`src/rtl/fifo_arb_pkg.sv`:
```
// Shared types and helpers for the fifo write arbiter and
// any future scheduler that needs round-robin picking.
package fifo_arb_pkg;

    localparam int MAX_NREQ = 8;
    localparam int IDX_W = 3;
    localparam int MAX_BURST_LIMIT = 15;
    localparam int CNT_WIDTH = $clog2(MAX_BURST_LIMIT + 1);

    typedef enum logic [1:0] {
        IDLE  = 2'd0,
        BURST = 2'd1,
        FLUSH = 2'd2
    } state_t;

    typedef struct packed {
        logic             valid;
        logic [IDX_W-1:0] idx;
    } pick_t;

    // First set bit scanning last+1, last+2, ... modulo nreq.
    function automatic pick_t rr_pick(
        input logic [MAX_NREQ-1:0] req,
        input int                  nreq,
        input logic [IDX_W-1:0]    last
    );
        pick_t p;
        int    k;
        p = '0;
        for (int i = 1; i <= MAX_NREQ; i++) begin
            k = (int'(last) + i) % nreq;
            if (i <= nreq && !p.valid && req[k[IDX_W-1:0]]) begin
                p.valid = 1'b1;
                p.idx   = k[IDX_W-1:0];
            end
        end
        return p;
    endfunction

    function automatic logic [MAX_NREQ-1:0] onehot(
        input logic [IDX_W-1:0] idx
    );
        logic [MAX_NREQ-1:0] v;
        v      = '0;
        v[idx] = 1'b1;
        return v;
    endfunction

endpackage

```
`src/rtl/fifo_wr_arbiter_if.sv`:
```
// Producer and fifo write-side signals of the arbiter.
// master: the arbiter; slave: producers plus fifo.
interface fifo_wr_arbiter_if #(
    parameter int NREQ   = 4,
    parameter int DWIDTH = 8
);

    logic [NREQ-1:0]        req_i;
    logic [NREQ*DWIDTH-1:0] data_i;
    logic [NREQ-1:0]        last_i;
    logic [NREQ-1:0]        gnt_o;
    logic [NREQ-1:0]        accept_o;
    logic                   flush_req_i;
    logic                   flush_ack_o;
    logic                   fifo_full_i;
    logic                   fifo_write_o;
    logic [DWIDTH-1:0]      fifo_data_o;
    logic                   fifo_flush_o;

    modport master (
        input  req_i,
        input  data_i,
        input  last_i,
        input  flush_req_i,
        input  fifo_full_i,
        output gnt_o,
        output accept_o,
        output flush_ack_o,
        output fifo_write_o,
        output fifo_data_o,
        output fifo_flush_o
    );

    modport slave (
        output req_i,
        output data_i,
        output last_i,
        output flush_req_i,
        output fifo_full_i,
        input  gnt_o,
        input  accept_o,
        input  flush_ack_o,
        input  fifo_write_o,
        input  fifo_data_o,
        input  fifo_flush_o
    );

endinterface

```
`src/rtl/rr_priority_picker.sv`:
```
// Combinational round-robin picker: first requester after
// last_owner wins; valid is low when nobody requests.
module rr_priority_picker
    import fifo_arb_pkg::*;
#(
    parameter int NREQ = 4
) (
    input  logic [NREQ-1:0]  req,
    input  logic [IDX_W-1:0] last_owner,
    output logic [IDX_W-1:0] winner,
    output logic             valid
);

    logic [MAX_NREQ-1:0] req_x;
    pick_t               pick;

    always_comb begin
        req_x           = '0;
        req_x[NREQ-1:0] = req;
        pick            = rr_pick(req_x, NREQ, last_owner);
    end

    assign winner = pick.idx;
    assign valid  = pick.valid;

endmodule

```
`src/rtl/fifo_wr_arbiter.sv`:
```
// Round-robin write arbiter sharing one fifo between NREQ
// producers, with bounded bursts and flush sequencing.
module fifo_wr_arbiter
    import fifo_arb_pkg::*;
#(
    parameter int NREQ      = 4,
    parameter int DWIDTH    = 8,
    parameter int MAX_BURST = 4
) (
    input logic clk,
    input logic rst_n,
    fifo_wr_arbiter_if.master bus
);

    state_t              state;
    logic [IDX_W-1:0]    owner;
    logic [IDX_W-1:0]    last_owner;
    logic [CNT_WIDTH-1:0] cnt;
    logic [NREQ-1:0]     gnt;
    logic                flush_ack;
    logic                fifo_flush;

    logic [MAX_NREQ-1:0] req_x;
    logic [MAX_NREQ-1:0] last_x;
    logic [DWIDTH-1:0]   slice [MAX_NREQ];

    logic                own_req;
    logic                own_last;
    logic [DWIDTH-1:0]   own_data;
    logic                accept;
    logic                burst_end;

    logic [IDX_W-1:0]    win_idx;
    logic                win_valid;

    always_comb begin
        req_x            = '0;
        last_x           = '0;
        req_x[NREQ-1:0]  = bus.req_i;
        last_x[NREQ-1:0] = bus.last_i;
        for (int k = 0; k < MAX_NREQ; k++) begin
            slice[k] = '0;
        end
        for (int k = 0; k < NREQ; k++) begin
            slice[k] = bus.data_i[k*DWIDTH +: DWIDTH];
        end
    end

    assign own_req  = req_x[owner];
    assign own_last = last_x[owner];
    assign own_data = slice[owner];

    // Reset also blocks the write so an abandoned burst leaves no word behind.
    assign accept = rst_n
                  & (state == BURST)
                  & own_req
                  & ~bus.fifo_full_i
                  & ~bus.flush_req_i;

    assign burst_end = accept
                     & (own_last
                        | (cnt == CNT_WIDTH'(MAX_BURST - 1)));

    rr_priority_picker #(
        .NREQ (NREQ)
    ) u_picker (
        .req        (bus.req_i),
        .last_owner (last_owner),
        .winner     (win_idx),
        .valid      (win_valid)
    );

    always_ff @(posedge clk) begin
        if (!rst_n) begin
            state      <= IDLE;
            owner      <= '0;
            last_owner <= IDX_W'(NREQ - 1);
            cnt        <= '0;
            gnt        <= '0;
            flush_ack  <= 1'b0;
            fifo_flush <= 1'b0;
        end else begin
            flush_ack  <= 1'b0;
            fifo_flush <= 1'b0;
            unique case (state)
                IDLE: begin
                    if (bus.flush_req_i) begin
                        state      <= FLUSH;
                        flush_ack  <= 1'b1;
                        fifo_flush <= 1'b1;
                    end else if (win_valid) begin
                        state <= BURST;
                        owner <= win_idx;
                        gnt   <= NREQ'(onehot(win_idx));
                        cnt   <= '0;
                    end
                end
                BURST: begin
                    if (bus.flush_req_i) begin
                        state      <= FLUSH;
                        last_owner <= owner;
                        gnt        <= '0;
                        flush_ack  <= 1'b1;
                        fifo_flush <= 1'b1;
                    end else if (!own_req || burst_end) begin
                        state      <= IDLE;
                        last_owner <= owner;
                        gnt        <= '0;
                    end else if (accept) begin
                        cnt <= cnt + CNT_WIDTH'(1);
                    end
                end
                FLUSH: begin
                    state <= IDLE;
                end
                default: begin
                    state <= IDLE;
                    gnt   <= '0;
                end
            endcase
        end
    end

    assign bus.gnt_o        = gnt;
    assign bus.accept_o     = accept ? NREQ'(onehot(owner)) : '0;
    assign bus.fifo_write_o = accept;
    assign bus.fifo_data_o  = own_data;
    assign bus.fifo_flush_o = fifo_flush;
    assign bus.flush_ack_o  = flush_ack;

endmodule

```
`src/flat_wrapper.sv`:
```
// flat-port wrapper written by rule: the top's interface ports become plain ports
module fifo_wr_arbiter_flat import fifo_arb_pkg::*;
#(
    parameter int NREQ      = 4,
    parameter int DWIDTH    = 8,
    parameter int MAX_BURST = 4
)
  (clk, rst_n, bus_req_i, bus_data_i, bus_last_i, bus_flush_req_i, bus_fifo_full_i, bus_gnt_o, bus_accept_o, bus_flush_ack_o, bus_fifo_write_o, bus_fifo_data_o, bus_fifo_flush_o);
  fifo_wr_arbiter_if #(.NREQ(NREQ), .DWIDTH(DWIDTH)) bus_i ();
  input logic clk;
  input logic rst_n;
  input wire logic [$bits(bus_i.req_i)-1:0] bus_req_i;
  input wire logic [$bits(bus_i.data_i)-1:0] bus_data_i;
  input wire logic [$bits(bus_i.last_i)-1:0] bus_last_i;
  input wire logic [$bits(bus_i.flush_req_i)-1:0] bus_flush_req_i;
  input wire logic [$bits(bus_i.fifo_full_i)-1:0] bus_fifo_full_i;
  output wire logic [$bits(bus_i.gnt_o)-1:0] bus_gnt_o;
  output wire logic [$bits(bus_i.accept_o)-1:0] bus_accept_o;
  output wire logic [$bits(bus_i.flush_ack_o)-1:0] bus_flush_ack_o;
  output wire logic [$bits(bus_i.fifo_write_o)-1:0] bus_fifo_write_o;
  output wire logic [$bits(bus_i.fifo_data_o)-1:0] bus_fifo_data_o;
  output wire logic [$bits(bus_i.fifo_flush_o)-1:0] bus_fifo_flush_o;
  assign bus_i.req_i = bus_req_i;
  assign bus_i.data_i = bus_data_i;
  assign bus_i.last_i = bus_last_i;
  assign bus_i.flush_req_i = bus_flush_req_i;
  assign bus_i.fifo_full_i = bus_fifo_full_i;
  assign bus_gnt_o = bus_i.gnt_o;
  assign bus_accept_o = bus_i.accept_o;
  assign bus_flush_ack_o = bus_i.flush_ack_o;
  assign bus_fifo_write_o = bus_i.fifo_write_o;
  assign bus_fifo_data_o = bus_i.fifo_data_o;
  assign bus_fifo_flush_o = bus_i.fifo_flush_o;
  fifo_wr_arbiter #(.NREQ(NREQ), .DWIDTH(DWIDTH), .MAX_BURST(MAX_BURST)) u_core (.clk(clk), .rst_n(rst_n), .bus(bus_i));
endmodule
```
`config.mk`:
```
export PLATFORM = sky130hd
export DESIGN_NAME = fifo_wr_arbiter_flat
export DESIGN_NICKNAME = d
export VERILOG_FILES = /design/src/rtl/fifo_arb_pkg.sv /design/src/rtl/fifo_wr_arbiter_if.sv /design/src/rtl/rr_priority_picker.sv /design/src/rtl/fifo_wr_arbiter.sv /design/src/flat_wrapper.sv
export SDC_FILE = /design/constraint.sdc
export NUM_CORES = 1
export LEC_CHECK = 0
export BUFFER_PORTS_ARGS = -buffer_cell sky130_fd_sc_hd__buf_2
export CAP_MARGIN = 40
export CORE_MARGIN = 5
export CORE_UTILIZATION = 38
export DETAILED_ROUTE_END_ITERATION = 7
export PLACE_DENSITY = 0.69
export SLEW_MARGIN = 0
export SYNTH_ARGS = -nofsm -noshare
export SYNTH_HDL_FRONTEND = slang
export SYNTH_HIERARCHICAL = 1
export SYNTH_SLANG_ARGS = --single-unit
export TNS_END_PERCENT = 20
```
`constraint.sdc`:
```
create_clock -name clk -period 2.97 [get_ports clk]
set_clock_uncertainty 0.15 [all_clocks]
set_input_delay 0.297 -clock clk [delete_from_list [all_inputs] [get_ports clk]]
set_output_delay 0.297 -clock clk [all_outputs]
set_load 0.1 [all_outputs]
```
==> summary.txt <==
Initial Util - 39.8%
Clk slew on worst S/H paths - 0.10 ns
Yosys warns - 6
HP Start - rst_n
Element type at the critical path start - register
Tot Pwr - 677 uW
WHS Path Cells - 2
Final std cells w/o fill - 238
Core region area - 3050 um2
H-tree Lvls - 1
Initial antenna violation count - 0
Die area - 4430 um2
First-pass DRT Iterations - 4
Combinational share of power - 43.3%
CP required - 2.52 ns
Drt wl/cell - 14.7 um
Kind of critical path - register to primary output
Rel. slew slack - 65.5%
Commonest non-fill, non-tap cell in the layout - buf_2
Global route overflow - 0
Share of cells above drive strength 1 - 43.8%
Placed cells - 234
Net switching fraction of the power - 43.0%
Clock buffer count from CTS - 3
Postcts setup bufs - 0
Clk buf depth - 2
Status - complete, no violations
Routed vias/inst - 5.41
RR Startpoint - u_core/owner[1]
Via count - 1287
Cell depth of the worst flop-to-flop path - 5
Final Max Slew Viols - 0
Setup slack after layout - 0.346 ns
Avg Cell Area, Syn - 8.87 um2
Drt drc - 0
Clk Tree Root Cell - clkbuf_4
Total track usage - 16.3%
Commonest non-fill, non-tap cells in the layout - buf_2, nor2_1, dfxtp_1, nor2b_1, nand3_1
Crit-path slowest cell - dfxtp_1
# diodes - 0
Largest net degree at the start of global routing - 13
Post-CTS resize count - 0
Number of global-route vias before repair - 1268
Number of max-cap violations - 0
Worst-Skew Late Latency - 0.29 ns
Post-synthesis instance total - 137
Clock Power Share - 21.5%
Hold EP - u_core/last_owner[1]
Max IR drop VDD - 214 uV
Setup crit end kind - primary output
Critical path peak fanout - 10
Cts hold-fix bufs - 0
Die height - 66.5 um
Worst R2R Setup Slack - 0.46 ns
Final setup fails - 0
Die W - 66.5 um
Crit path cell chain - mux2_4 > a22oi_4 > nor2_1 > and3_1 > buf_2
Worst-margin pin slew - 0.516 ns
Critical Path Max Stage Delay - 0.61 ns
Flop pwr share - 35.1%
Global-route wire length before repair - 5.66 mm
Fmax - 381 MHz
Routed WL - 3.49 mm
Power density cells - 429 nW/um2
Port Buf Inserts - 62
Fin. Hold Viols - 0
Syn nets - 182
NetSw - 291 uW
CP Data Arrival Time - 2.18 ns
Area grow syn2layout - 29.9%
Initial DRC count - 50
CP bufs+invs - 1
Hold WS - 0.105 ns
Final GP Congestion - 0.819
Netlist Area Pre-Place - 1210 um2
Crit-path leading delay family - flip-flops
CTS tree - yes
Fillers - 302
Row count - 20
Ports - 63
Place WS - 0.478 ns
Fin crit period - 2.62 ns
Hold Crit Class - input pin to register
Setup repair after global routing missed its margin - false
Reg2reg end - u_core/cnt[0]
Remaining antenna violation count after routing - 0
Power Internal - 386 uW
P_leak - 0.734 nW
Dpl hpwl - 2.88 mm
Layout Nets - 240
Fin crit share - 88.3%
CTS Sinks - 16
-- stage by stage --
stage          TNS, ns  cell area [um2]  util [%]
4_1_cts              0             1580      51.7
3_3_place_gp         0             1540      50.5
2_1_floorplan    -1.50             1230         -
6_report             0             1580      51.7
5_1_grt              0             1580      51.7
3_5_place_dp         0             1540      50.5
-- how the worst max path moves through the flow --
| stage | startpoint | end | slack [ns] | depth (start not counted) |
|---|---|---|---|---|
| floorplan | u_core/state[1] | bus_accept_o[2] | -0.96 | 6 |
| CTS | u_core/owner[1] | bus_accept_o[3] | 0.33 | 5 |
| global placement | u_core/owner[1] | u_core/cnt[0] | 0.59 | 5 |
| finish | u_core/owner[1] | bus_accept_o[3] | 0.35 | 5 |
| detailed placement | u_core/owner[1] | u_core/cnt[0] | 0.48 | 5 |
| global route | u_core/owner[1] | bus_accept_o[3] | 0.18 | 5 |
-- flip-flops by register name, summed over array words and instances (netlist names) --
signal and cells:
u_core/last_owner 2, u_core/bus.fifo_flush_o 1, u_core/bus.gnt_o 4, u_core/state 2, u_core/owner 3, u_core/cnt 4
-- per-layer routing --
| layer | track usage, % | vias up | wire, um |
|---|---|---|---|
| met5 | 0 | - | 0 |
| met4 | 4.57 | 0 | 26 |
| met3 | 5.40 | 4 | 442 |
| li1 | - | 618 | - |
| met1 | 18.9 | 604 | 1420 |
| met2 | 28.5 | 61 | 1600 |
-- power by group through the flow --
stage	Clock, mW	Sequential, mW	Combinational (mW)
2_1_floorplan	0	0.248	0.227
5_1_grt	0.168	0.241	0.311
3_3_place_gp	0	0.242	0.289
4_1_cts	0.149	0.238	0.295
3_5_place_dp	0	0.243	0.293
6_report	0.146	0.238	0.294
-- final cells by class --
class,count,area (um2),share of cell area (%)
sequential,16,320,20.3
tap,44,55.1,3.49
timing repair buffer,64,325,20.6
multi-input combinational,108,833,52.8
inverter,2,7.51,0.476
clock buffer,4,36.3,2.30
(Power assumes the default switching activity.)
